$ cat config.mk
export PLATFORM = sky130hd
export DESIGN_NAME = fht_but_feed
export DESIGN_NICKNAME = d
export VERILOG_FILES = /design/src/rtl/fht_but_feed.sv
export SDC_FILE = /design/constraint.sdc
export NUM_CORES = 1
export LEC_CHECK = 0
export ABC_CLOCK_PERIOD_IN_PS = 20400
export CORE_AREA = 2 2 251 500
export DETAILED_ROUTE_END_ITERATION = 10
export DIE_AREA = 0 0 253 502
export PLACE_DENSITY = 0.44
export SYNTH_ARGS = -nofsm -noshare
export SYNTH_HDL_FRONTEND = slang
export SYNTH_SLANG_ARGS = --single-unit
$ cat constraint.sdc
create_clock -name iCLK -period 20.4 [get_ports iCLK]
set_input_delay 6.12 -clock iCLK [delete_from_list [all_inputs] [get_ports iCLK]]
set_output_delay 6.12 -clock iCLK [all_outputs]
set_load 0.005 [all_outputs]
$ cat src/rtl/fht_but_feed.sv
// Feeder between a tuple stream and an external Hartley butterfly: 4-deep input FIFO,
// operand staging that skews x0 one cycle behind x1/x2/twiddle, and a 4-deep result FIFO.
module fht_but_feed #(
   parameter int D_BIT = 18,
   parameter int W_BIT = 16,
   parameter int A_BIT = 10
) (
   input  logic                    iCLK,
   input  logic                    iRESET,
   input  logic                    iVALID,
   output logic                    oREADY,
   input  logic signed [D_BIT-1:0] iX_0,
   input  logic signed [D_BIT-1:0] iX_1,
   input  logic signed [D_BIT-1:0] iX_2,
   input  logic signed [W_BIT-1:0] iSIN,
   input  logic signed [W_BIT-1:0] iCOS,
   input  logic        [A_BIT-1:0] iADDR_0,
   input  logic        [A_BIT-1:0] iADDR_1,
   output logic signed [D_BIT-1:0] oX_0,
   output logic signed [D_BIT-1:0] oX_1,
   output logic signed [D_BIT-1:0] oX_2,
   output logic signed [W_BIT-1:0] oSIN,
   output logic signed [W_BIT-1:0] oCOS,
   input  logic signed [D_BIT-1:0] iY_0,
   input  logic signed [D_BIT-1:0] iY_1,
   output logic                    oVALID,
   input  logic                    iREADY,
   output logic signed [D_BIT-1:0] oY_0,
   output logic signed [D_BIT-1:0] oY_1,
   output logic        [A_BIT-1:0] oADDR_0,
   output logic        [A_BIT-1:0] oADDR_1
);

   typedef struct packed {
      logic [D_BIT-1:0] x0;
      logic [D_BIT-1:0] x1;
      logic [D_BIT-1:0] x2;
      logic [W_BIT-1:0] s;
      logic [W_BIT-1:0] c;
      logic [A_BIT-1:0] a0;
      logic [A_BIT-1:0] a1;
   } tuple_t;

   typedef struct packed {
      logic [D_BIT-1:0] y0;
      logic [D_BIT-1:0] y1;
      logic [A_BIT-1:0] a0;
      logic [A_BIT-1:0] a1;
   } result_t;

   tuple_t           in_mem [4];
   tuple_t           tuple_in;
   logic [1:0]       in_wp, in_rp;
   logic [2:0]       in_cnt;

   result_t          res_mem [4];
   result_t          res_head;
   logic [1:0]       res_wp, res_rp;
   logic [2:0]       res_cnt;

   logic [2:0]       credit;
   logic             in_push, issue, res_push, res_pop, res_valid, credit_ok;

   tuple_t           sa;
   logic             va;
   logic [D_BIT-1:0] sb_x0;
   logic [A_BIT-1:0] sb_a0, sb_a1;
   logic             vb;
   logic [A_BIT-1:0] sc_a0, sc_a1;
   logic             vc;

   assign tuple_in = {iX_0, iX_1, iX_2, iSIN, iCOS, iADDR_0, iADDR_1};

   // A result leaving this edge frees its credit for a tuple issued at the same edge,
   // which is what keeps one tuple per cycle flowing with a 4-credit window.
   always_comb begin
      res_valid = (res_cnt != 3'd0);
      res_pop   = res_valid & iREADY;
      credit_ok = (credit < 3'd4) | res_pop;
      issue     = (in_cnt != 3'd0) & credit_ok;
      oREADY    = iRESET & ((in_cnt != 3'd4) | issue);
      in_push   = iVALID & oREADY;
      res_push  = vc;
   end

   always_ff @(posedge iCLK) begin
      if (in_push) in_mem[in_wp] <= tuple_in;
      if (res_push) res_mem[res_wp] <= {iY_0, iY_1, sc_a0, sc_a1};
   end

   always_ff @(posedge iCLK or negedge iRESET) begin
      if (!iRESET) begin
         in_wp   <= 2'd0;
         in_rp   <= 2'd0;
         in_cnt  <= 3'd0;
         res_wp  <= 2'd0;
         res_rp  <= 2'd0;
         res_cnt <= 3'd0;
         credit  <= 3'd0;
      end else begin
         in_wp   <= in_wp + 2'(in_push);
         in_rp   <= in_rp + 2'(issue);
         in_cnt  <= in_cnt + 3'(in_push) - 3'(issue);
         res_wp  <= res_wp + 2'(res_push);
         res_rp  <= res_rp + 2'(res_pop);
         res_cnt <= res_cnt + 3'(res_push) - 3'(res_pop);
         credit  <= credit + 3'(issue) - 3'(res_pop);
      end
   end

   // Stage A drives x1/x2/twiddle, stage B drives x0 a cycle later, stage C
   // carries the tags to the edge where the butterfly result is captured.
   always_ff @(posedge iCLK or negedge iRESET) begin
      if (!iRESET) begin
         sa    <= '0;
         va    <= 1'b0;
         sb_x0 <= '0;
         sb_a0 <= '0;
         sb_a1 <= '0;
         vb    <= 1'b0;
         sc_a0 <= '0;
         sc_a1 <= '0;
         vc    <= 1'b0;
      end else begin
         va <= issue;
         if (issue) sa <= in_mem[in_rp];
         vb    <= va;
         sb_x0 <= sa.x0;
         sb_a0 <= sa.a0;
         sb_a1 <= sa.a1;
         vc    <= vb;
         sc_a0 <= sb_a0;
         sc_a1 <= sb_a1;
      end
   end

   always_comb begin
      res_head = res_mem[res_rp];
      oX_1     = va ? sa.x1 : '0;
      oX_2     = va ? sa.x2 : '0;
      oSIN     = va ? sa.s  : '0;
      oCOS     = va ? sa.c  : '0;
      oX_0     = vb ? sb_x0 : '0;
      oVALID   = res_valid;
      oY_0     = res_valid ? res_head.y0 : '0;
      oY_1     = res_valid ? res_head.y1 : '0;
      oADDR_0  = res_valid ? res_head.a0 : '0;
      oADDR_1  = res_valid ? res_head.a1 : '0;
   end

endmodule

==> results of run 1 <==
cell families after synthesis:
| family | Yosys count | synth area share |
|---|---|---|
| compound gates | 4 | 0.001186 |
| xor+xnor | 10 | 0.002862 |
| fa+ha+maj | 13 | 0.006051 |
| buf+inv | 76 | 0.01169 |
| flops | 832 | 0.7863 |
| mux | 268 | 0.1607 |
| simple gates | 154 | 0.03124 |
power by group through the flow:
stage	Sequential, mW	Combinational [mW]	Clock [mW]
after detailed placement	2.60	1.80	0
after global placement	2.58	1.79	0
after global routing	2.62	1.92	1.65
after CTS	2.57	1.81	1.59
final	2.55	1.74	1.52
after floorplan	2.48	1.10	0
layout by cell type (no fill, tap or decap):
master and count:
edfxtp_1 648, clkdlybuf4s50_1 288, dfrtp_1 179, mux4_2 162
and2_1 86, mux2_2 86, clkbuf_16 84, nor2b_1 56
clkbuf_1 29, buf_4 29, mux2_4 20, inv_1 14
clkinv_2 11, ha_1 10, clkbuf_8 10, diode_2 5
xor2_1 5, xnor2_1 5, clkinv_1 4, bufinv_16 4
clkinvlp_4 4, inv_6 4, nor3_2 3, nor3b_2 3
fa_1 3, dfrtp_4 3, o31a_1 2, nand2_1 2
nor2_4 2, inv_16 2, dfrtp_2 2, or3b_2 1
o311ai_1 1, o32a_2 1, and3_4 1, clkinv_8 1
clkinv_16 1, buf_8 1
final cells by class:
| cell class | instances | area (sq um) | share of cell area |
|---|---|---|---|
| multi-input cells | 449 | 6233 | 0.1634 |
| clock inverters | 31 | 341.6 | 0.008956 |
| flip-flops and latches | 832 | 24080 | 0.6313 |
| inverters | 14 | 52.55 | 0.001378 |
| well taps | 1564 | 1957 | 0.05131 |
| repair buffers | 318 | 3115 | 0.08169 |
| diodes | 5 | 12.51 | 0.0003281 |
| clock buffers | 123 | 2349 | 0.06158 |
path summary, 6_finish.rpt:
| check | slack [ps] | endpoint | cells after the start |
|---|---|---|---|
| worst max-delay path | 6630 | oREADY | 4 |
| worst min-delay path | 340 | sc_a0[3] | 0 |
| worst max register to register | 16200 | in_mem[2][36] | 6 |
| worst min register to register | 340 | sc_a0[3] | 0 |
| max in group asynchronous | 13460 | va | 3 |
| min in group asynchronous | 5260 | sa[81] | 1 |
through the flow:
| step | total power [mW] | hold WS, ps | instance area (sq um) | worst slack, ps |
|---|---|---|---|---|
| floorplan | 3.578 | 331.2 | 30600 | 5358 |
| global placement | 4.369 | 332.4 | 35440 | 6632 |
| detailed placement | 4.405 | 334.7 | 35440 | 6638 |
| CTS | 5.975 | 339.7 | 38130 | 6628 |
| global route | 6.181 | 344.0 | 38130 | 6576 |
| finish | 5.818 | 344.7 | 38140 | 6632 |
cells in the mapped netlist, types with 4 or more instances:
| cell | count | area share |
|---|---|---|
| mux4_2 | 162 | 0.12 |
| ha_1 | 10 | 0.0041 |
| mux2_2 | 86 | 0.032 |
| edfxtp_1 | 648 | 0.64 |
| xnor2_1 | 5 | 0.0014 |
| nor2b_1 | 56 | 0.011 |
| inv_1 | 14 | 0.0017 |
| dfrtp_1 | 184 | 0.15 |
| xor2_1 | 5 | 0.0014 |
| clkbuf_1 | 28 | 0.0034 |
| and2_1 | 86 | 0.018 |
| mux2_4 | 20 | 0.0098 |
| buf_2 | 25 | 0.0041 |
| buf_6 | 4 | 0.0015 |
layer usage:
layer / track usage / up-vias / routed length [microns]
met1: 0.1314 / 7399 / 28350
met2: 0.1894 / 386 / 34390
li1: - / 6076 / -
met5: 0 / - / 161
met3: 0.04048 / 114 / 5703
met4: 0.04084 / 26 / 1603
flip-flops by register name, summed over array words and instances (netlist names), 3 cells and up:
register and cells:
sb_a1 10, in_mem 424, sc_a1 10, in_cnt 3
credit 3, sa 106, res_cnt 3, sc_a0 10
res_mem 224, sb_x0 18, sb_a0 10
==> flow_summary_export.csv, run 1 <==
group,metric,value,unit
setup_path,regToRegStartpoint,"res_cnt[1]",
sta,worst_clock_skew,26.35,ps
sta,rsz0062_at_grt,"false",
setup_path,cp-startpoint,"iREADY",
clocking,clockBufferDepth,3,
hold_path,worst_hold_path_type,"flop to flop",
finish,fin_util,0.3101,
sta,fin_crit_sh,0.6749,
clocking,clock_latency,670,ps
power_and_ir_drop,power.switching,1.635,mW
clocking,clk_pin_slew,60,ps
sta,finalSetupTns,0,ps
sta,drv_slew,0,
hold_path,min_from,"sb_a0[3]",
placed_design,dp_hpwl,39590,microns
sta,hold_viol,0,
detailed_routing,vias,14001,
global_route,grt_max_degree,67,
clocking,cts_resized,0,
finish,final_cell_count_no_fill,3336,
sta,clock.fmax,72.63,MHz
finish,area_delta_synth_final,24.62,%
finish,fillers,11910,
setup_path,crit_slowest_cell,"clkdlybuf4s50_1",
power_and_ir_drop,p_leak,12.78,nW
setup_path,worst_setup_path_end_kind,"primary output",
die,start_util,0.2489,
synthesis,postSynthAreaPerCell,22.55,sq um
setup_path,worstPathArrival,7650,ps
detailed_routing,drtPass1Iterations,4,
detailed_routing,wl_per_cell,21.04,microns
synthesis,synth_ff_type,"edfxtp_1",
clocking,cts_inserted_buffers,83,
die,fp.dieArea,127000,sq um
clocking,clockRootBuffer,"clkbuf_16",
clocking,cts_setup_buffers,0,
synthesis,ys_seq_area_frac,0.7863,
clocking,clock-sinks,832,
global_route,grt_overflow,0,
clocking,cts_tree,"done",
die,coreArea,123000,sq um
power_and_ir_drop,power_density,152.6,nW/um^2
detailed_routing,drt-total-wl,70200,microns
setup_path,cpPeakStageDelay,530,ps
power_and_ir_drop,combPwrFrac,0.299,
synthesis,synth_cell_types,26,
die,fp-row-count,182,
flow_run,cap_violations,0,
finish,layout.nets,1857,
placed_design,numPortBuffers,289,
synthesis,yosysWarningCount,0,
power_and_ir_drop,vdd_drop_max,102.9,uV
sta,tightest_slew,1289,ps
global_route,grt_pass1_wl,105500,microns
power_and_ir_drop,p_int,4.184,mW
sta,layout_min_cycle_time,13770,ps
detailed_routing,ant_nets,0,
finish,drive_gt1_frac,0.2462,
setup_path,crit_type,"primary input to primary output",
synthesis,synth_edf_count,648,
setup_path,path_max_fanout,6,
synthesis,synth.cell_area,30600,sq um
clocking,h-tree-depth,3,
setup_path,required,14280,ps
synthesis,async_flop_share,0.2212,
setup_path,startpoint_type,"primary input",
global_route,grt_usage,0.1126,
detailed_routing,via_per_inst,4.197,
die,fp.dieW,253,microns
status,status,"complete, no violations",
synthesis,postSynthCellCount,1357,
setup_path,cp_cell_sequence,"clkdlybuf4s50_1, o31a_1, o31a_1, clkdlybuf4s50_1",
placed_design,gp_congestion,0.6638,
power_and_ir_drop,swShare,0.2810,
sta,slew_headroom,0.1368,
power_and_ir_drop,power_frac_seq,0.439,
global_route,antenna_found_initial,18,
setup_path,cp_num_buf_inv,2,
detailed_routing,drtIter0Drc,669,
placed_design,dp_cells,3177,
global_route,first_global_vias,16141,
die,die_height,502,microns
detailed_routing,drcViolationCount,0,
die,num_io_pins,290,
synthesis,synth_fp_nets,1516,
power_and_ir_drop,clock_power_share,0.262,
clocking,cts_hold_buf,0,
sta,setup_viol,0,
synthesis,synth_seq_cells,832,
setup_path,path_delay_family,"buffers and inverters",
(Power assumes the default switching activity.)
==> run 2: changes to the inputs <==
--- a/config.mk
+++ b/config.mk
@@ -5,7 +5,7 @@
 export SDC_FILE = /design/constraint.sdc
 export NUM_CORES = 1
 export LEC_CHECK = 0
-export ABC_CLOCK_PERIOD_IN_PS = 20400
+export ABC_CLOCK_PERIOD_IN_PS = 14200
 export CORE_AREA = 2 2 251 500
 export DETAILED_ROUTE_END_ITERATION = 10
 export DIE_AREA = 0 0 253 502
==> constraint.sdc (replaced) <==
create_clock -name iCLK -period 14.2 [get_ports iCLK]
set_input_delay 4.26 -clock iCLK [delete_from_list [all_inputs] [get_ports iCLK]]
set_output_delay 4.26 -clock iCLK [all_outputs]
set_load 0.005 [all_outputs]
==> flow_summary_export.csv, run 2 (same netlist as run 1, synthesis figures left out) <==
group,metric,value,unit
status,status,"complete, no violations",
setup_path,reg2reg_to,"sa[32]",
sta,slew_headroom,0.2884,
sta,clock.fmax,99.27,MHz
placed_design,dp_hpwl,39600,microns
clocking,cts_setup_buffers,0,
setup_path,cpPeakStageDelay,530,ps
setup_path,regToRegStartpoint,"res_cnt[1]",
setup_path,reg2reg_depth,5,
die,num_io_pins,290,
hold_path,min_from,"sb_a0[6]",
sta,hold_viol,0,
sta,drv_slew,0,
setup_path,cp_cell_sequence,"clkdlybuf4s50_1, o31a_1, o31a_1, clkdlybuf4s50_1",
setup_path,crit_type,"primary input to primary output",
placed_design,gp_congestion,0.6791,
hold_path,whs_endpoint,"sc_a0[6]",
clocking,clock-sinks,832,
detailed_routing,drcViolationCount,0,
clocking,clockRootBuffer,"clkbuf_16",
detailed_routing,vias,13931,
die,start_util,0.2489,
finish,final_common_cell,"edfxtp_1",
detailed_routing,via_per_inst,4.183,
detailed_routing,drtIter0Drc,620,
setup_path,worstPathArrival,5810,ps
detailed_routing,drtPass1Iterations,4,
setup_path,path_max_fanout,6,
setup_path,r2r_setup_slack,10480,ps
sta,layout_setup_ws,4127,ps
detailed_routing,drt-total-wl,70010,microns
clocking,cts_inserted_buffers,81,
setup_path,path_delay_family,"buffers and inverters",
sta,finalSetupTns,0,ps
detailed_routing,ant_nets,0,
global_route,antenna_found_initial,20,
global_route,grt_pass1_wl,105400,microns
clocking,cts_hold_buf,0,
finish,layout.nets,1856,
sta,fin_crit_sh,0.7094,
power_and_ir_drop,power_density,219.4,nW/um^2
sta,tightest_slew,1067,ps
finish,largest_reg_flops,424,
sta,setup_viol,0,
global_route,grt_usage,0.1126,
die,coreArea,123000,sq um
clocking,h-tree-depth,3,
power_and_ir_drop,p_leak,12.80,nW
sta,layout_min_cycle_time,10070,ps
global_route,first_global_vias,16199,
die,fp-row-count,182,
finish,drive_gt1_frac,0.2496,
die,fp.dieArea,127000,sq um
setup_path,crit_slowest_cell,"clkdlybuf4s50_1",
detailed_routing,wl_per_cell,21.02,microns
global_route,grt_max_degree,70,
setup_path,worst_setup_path_end_kind,"primary output",
setup_path,startpoint_type,"primary input",
placed_design,numPortBuffers,289,
sta,worst_clock_skew,24.22,ps
hold_path,worst_hold_path.num_cells,0,
finish,regMostFlops,"in_mem",
sta,rsz0062_at_grt,"false",
clocking,cts_resized,0,
placed_design,place_ws,4144,ps
finish,reg_top3,"in_mem x424, res_mem x224, sa x106",
die,die_height,502,microns
finish,final_cell_count_no_fill,3330,
setup_path,required,9940,ps
finish,area_delta_synth_final,24.63,%
die,fp.dieW,253,microns
power_and_ir_drop,vdd_drop_max,127.3,uV
flow_run,cap_violations,0,
clocking,clk_pin_slew,60,ps
placed_design,dp_cells,3178,
clocking,clockBufferDepth,3,
clocking,clock_latency,670,ps
hold_path,worst_hold_path_type,"flop to flop",
clocking,cts_tree,"done",
global_route,grt_overflow,0,
setup_path,cp_num_buf_inv,2,
finish,final_cell_mix,"edfxtp_1, clkdlybuf4s50_1, dfrtp_1",
## run 2: worst max-delay path by stage
stage	slack (ps)	cells after the start	start	to
floorplan	1020	3	iREADY	in_mem[1][0]
global placement	4150	4	iREADY	oREADY
detailed placement	4140	4	iREADY	oREADY
CTS	4130	4	iREADY	oREADY
global route	4060	4	iREADY	oREADY
finish	4130	4	iREADY	oREADY
## run 2: area by class of cell
cell class                      instances  area, sq um
Multi-Input combinational cell        449         6233
Inverter                               14        52.55
Clock buffer                          109         2253
Tap cell                             1564         1957
Antenna cell                            3        7.507
Fill cell                           11898        84830
Timing Repair Buffer                  319         3123
Sequential cell                       832        24080
Clock inverter                         40        436.7
## run 2: power breakdown
group	switching (mW)	internal, mW
Combinational	1.09	1.44
Clock	0.947	1.25
Sequential	0.306	3.33
Total	2.34	6.03
## run 2: per-layer routing
layer | up-vias | global-route usage | part of all wire
met2 | 389 | 0.1886 | 0.49
met5 | - | 0 | 0.0034
met3 | 126 | 0.04059 | 0.081
li1 | 6063 | - | -
met4 | 36 | 0.04134 | 0.024
met1 | 7317 | 0.1319 | 0.41
## run 2: per-stage QoR
step | hold slack (ps) | utilization | power [mW] | cell area, sq um
4_1_cts | 349.6 | 0.3101 | 8.602 | 38130
5_1_grt | 348.4 | 0.3101 | 8.883 | 38140
2_1_floorplan | 331.2 | - | 5.140 | 30600
6_report | 347.6 | 0.3102 | 8.366 | 38140
3_3_place_gp | 332.1 | 0.2882 | 6.277 | 35440
3_5_place_dp | 334.7 | 0.2882 | 6.341 | 35440
## run 2: worst register-to-register path, delay by kind of cell (launching register included)
family	cells	cell delay, ps
flip-flops	1	460
buffers and inverters	2	1520
multiplexers	1	460
AO/OA/AOI/OAI	2	1170
==> run 3: changes to the inputs <==
--- a/config.mk
+++ b/config.mk
@@ -5,11 +5,11 @@
 export SDC_FILE = /design/constraint.sdc
 export NUM_CORES = 1
 export LEC_CHECK = 0
-export ABC_CLOCK_PERIOD_IN_PS = 14200
+export ABC_CLOCK_PERIOD_IN_PS = 9200
 export CORE_AREA = 2 2 251 500
 export DETAILED_ROUTE_END_ITERATION = 10
 export DIE_AREA = 0 0 253 502
-export PLACE_DENSITY = 0.44
+export PLACE_DENSITY = 0.45
 export SYNTH_ARGS = -nofsm -noshare
 export SYNTH_HDL_FRONTEND = slang
 export SYNTH_SLANG_ARGS = --single-unit
==> constraint.sdc (replaced) <==
create_clock -name iCLK -period 9.2 [get_ports iCLK]
set_input_delay 2.76 -clock iCLK [delete_from_list [all_inputs] [get_ports iCLK]]
set_output_delay 2.76 -clock iCLK [all_outputs]
set_load 0.005 [all_outputs]
==> flow_summary_export.csv, run 3 (same netlist as run 1, synthesis figures left out) <==
group,metric,value,unit
die,fp-row-count,182,
finish,final_common_cell,"edfxtp_1",
sta,finalSetupTns,0,ps
global_route,grt_max_degree,107,
clocking,cts_hold_buf,0,
setup_path,cp_num_buf_inv,2,
sta,clock.fmax,140.2,MHz
die,fp.dieArea,127000,sq um
placed_design,gp_congestion,0.6750,
power_and_ir_drop,vdd_drop_max,199.4,uV
placed_design,dp_hpwl,39450,microns
detailed_routing,drt-total-wl,69770,microns
setup_path,cp_cell_sequence,"clkdlybuf4s50_1, o31a_1, o31a_1, clkdlybuf4s50_1",
power_and_ir_drop,p_leak,12.79,nW
setup_path,worst_setup_path_end_kind,"primary output",
clocking,clockRootBuffer,"clkbuf_16",
clocking,h-tree-depth,3,
die,start_util,0.2489,
detailed_routing,vias,13917,
placed_design,numPortBuffers,289,
sta,layout_min_cycle_time,7134,ps
setup_path,required,6440,ps
sta,worst_clock_skew,33.28,ps
clocking,cts_inserted_buffers,82,
sta,slew_headroom,0.3778,
setup_path,crit_slowest_cell,"clkdlybuf4s50_1",
global_route,first_global_vias,16278,
finish,seqCellArea,24080,sq um
power_and_ir_drop,power_density,338.2,nW/um^2
setup_path,path_max_fanout,6,
finish,multi_input_comb_area,6248,sq um
global_route,grt_usage,0.1121,
setup_path,cp-startpoint,"iREADY",
finish,largest_reg_flops,424,
die,coreArea,123000,sq um
setup_path,crit_type,"primary input to primary output",
detailed_routing,via_per_inst,4.183,
hold_path,min_from,"sb_a1[2]",
sta,tightest_slew,933.4,ps
finish,layout.nets,1854,
clocking,cts_resized,0,
global_route,grt_pass1_wl,105200,microns
finish,reg_top3,"in_mem x424, res_mem x224, sa x106",
status,status,"complete, no violations",
detailed_routing,wl_per_cell,20.97,microns
sta,drv_slew,0,
finish,fillers,11950,
flow_run,cap_violations,0,
detailed_routing,drtIter0Drc,607,
global_route,grt_overflow,0,
detailed_routing,ant_nets,0,
die,die_height,502,microns
sta,layout_setup_ws,2066,ps
setup_path,startpoint_type,"primary input",
hold_path,worst_hold_path_type,"flop to flop",
die,fp.dieW,253,microns
sta,setup_viol,0,
sta,fin_crit_sh,0.7754,
finish,antenna_cells,0,
finish,regMostFlops,"in_mem",
setup_path,cpPeakStageDelay,580,ps
clocking,clk_pin_slew,60,ps
clocking,clockBufferDepth,3,
global_route,antenna_found_initial,9,
sta,rsz0062_at_grt,"false",
setup_path,regToRegStartpoint,"res_cnt[1]",
setup_path,path_delay_family,"buffers and inverters",
clocking,cts_setup_buffers,0,
clocking,clock-sinks,832,
clocking,cts_tree,"done",
detailed_routing,drtPass1Iterations,4,
setup_path,worstPathArrival,4370,ps
detailed_routing,drcViolationCount,0,
placed_design,place_ws,2065,ps
finish,final_cell_mix,"edfxtp_1, clkdlybuf4s50_1, dfrtp_1",
sta,hold_viol,0,
clocking,clock_latency,670,ps
finish,drive_gt1_frac,0.2445,
die,num_io_pins,290,
finish,area_delta_synth_final,24.65,%
[run 3: cell types whose count changed in the layout (fill, tap and decap cells not counted), sizes merged]
cell	change
clkinv	-9
clkbuf	+14
diode	-3
clkinvlp	-1
bufinv	-1
buf	-3
[run 3: final cells by class]
type                            instances  area share
Clock buffer                          123     0.06157
Clock inverter                         29    0.009086
Inverter                               14    0.001378
Multi-Input combinational cell        449      0.1638
Sequential cell                       832      0.6313
Tap cell                             1564     0.05130
Timing Repair Buffer                  316     0.08161
[run 3: power by group]
part,switching [mW],internal [mW]
Combinational,1.60,2.23
Clock,1.45,1.94
Sequential,0.543,5.15
Total,3.59,9.32
[run 3: through the flow]
stage / cell area [sq um] / hold slack, ps / std cells / utilization / power (mW)
2_1_floorplan: 30620 / 331.2 / 1357 / - / 7.914
3_3_place_gp: 35450 / 332.6 / 3175 / 0.2883 / 9.668
5_1_grt: 38150 / 351.3 / 3327 / 0.3102 / 13.67
6_report: 38150 / 344.3 / 3327 / 0.3102 / 12.90
3_5_place_dp: 35450 / 334.7 / 3175 / 0.2883 / 9.766
4_1_cts: 38150 / 345.9 / 3327 / 0.3102 / 13.25
[run 3: path summary, 6_finish.rpt]
kind,to,slack [ps],depth (start not counted)
worst min register to register,sc_a1[2],340,0
worst max register to register,in_cnt[2],6120,10
worst max-delay path,oREADY,2070,4
max in group asynchronous,res_rp[0],5320,3
min in group asynchronous,sa[79],1990,1
worst min-delay path,sc_a1[2],340,0
[run 3: per-layer routing]
| layer | vias up | GRT usage | part of all wire |
|---|---|---|---|
| met4 | 14 | 0.04175 | 0.024 |
| met1 | 7340 | 0.1292 | 0.41 |
| met3 | 107 | 0.03443 | 0.071 |
| met2 | 381 | 0.1944 | 0.50 |
| met5 | - | 0 | 0.0014 |
| li1 | 6075 | - | - |
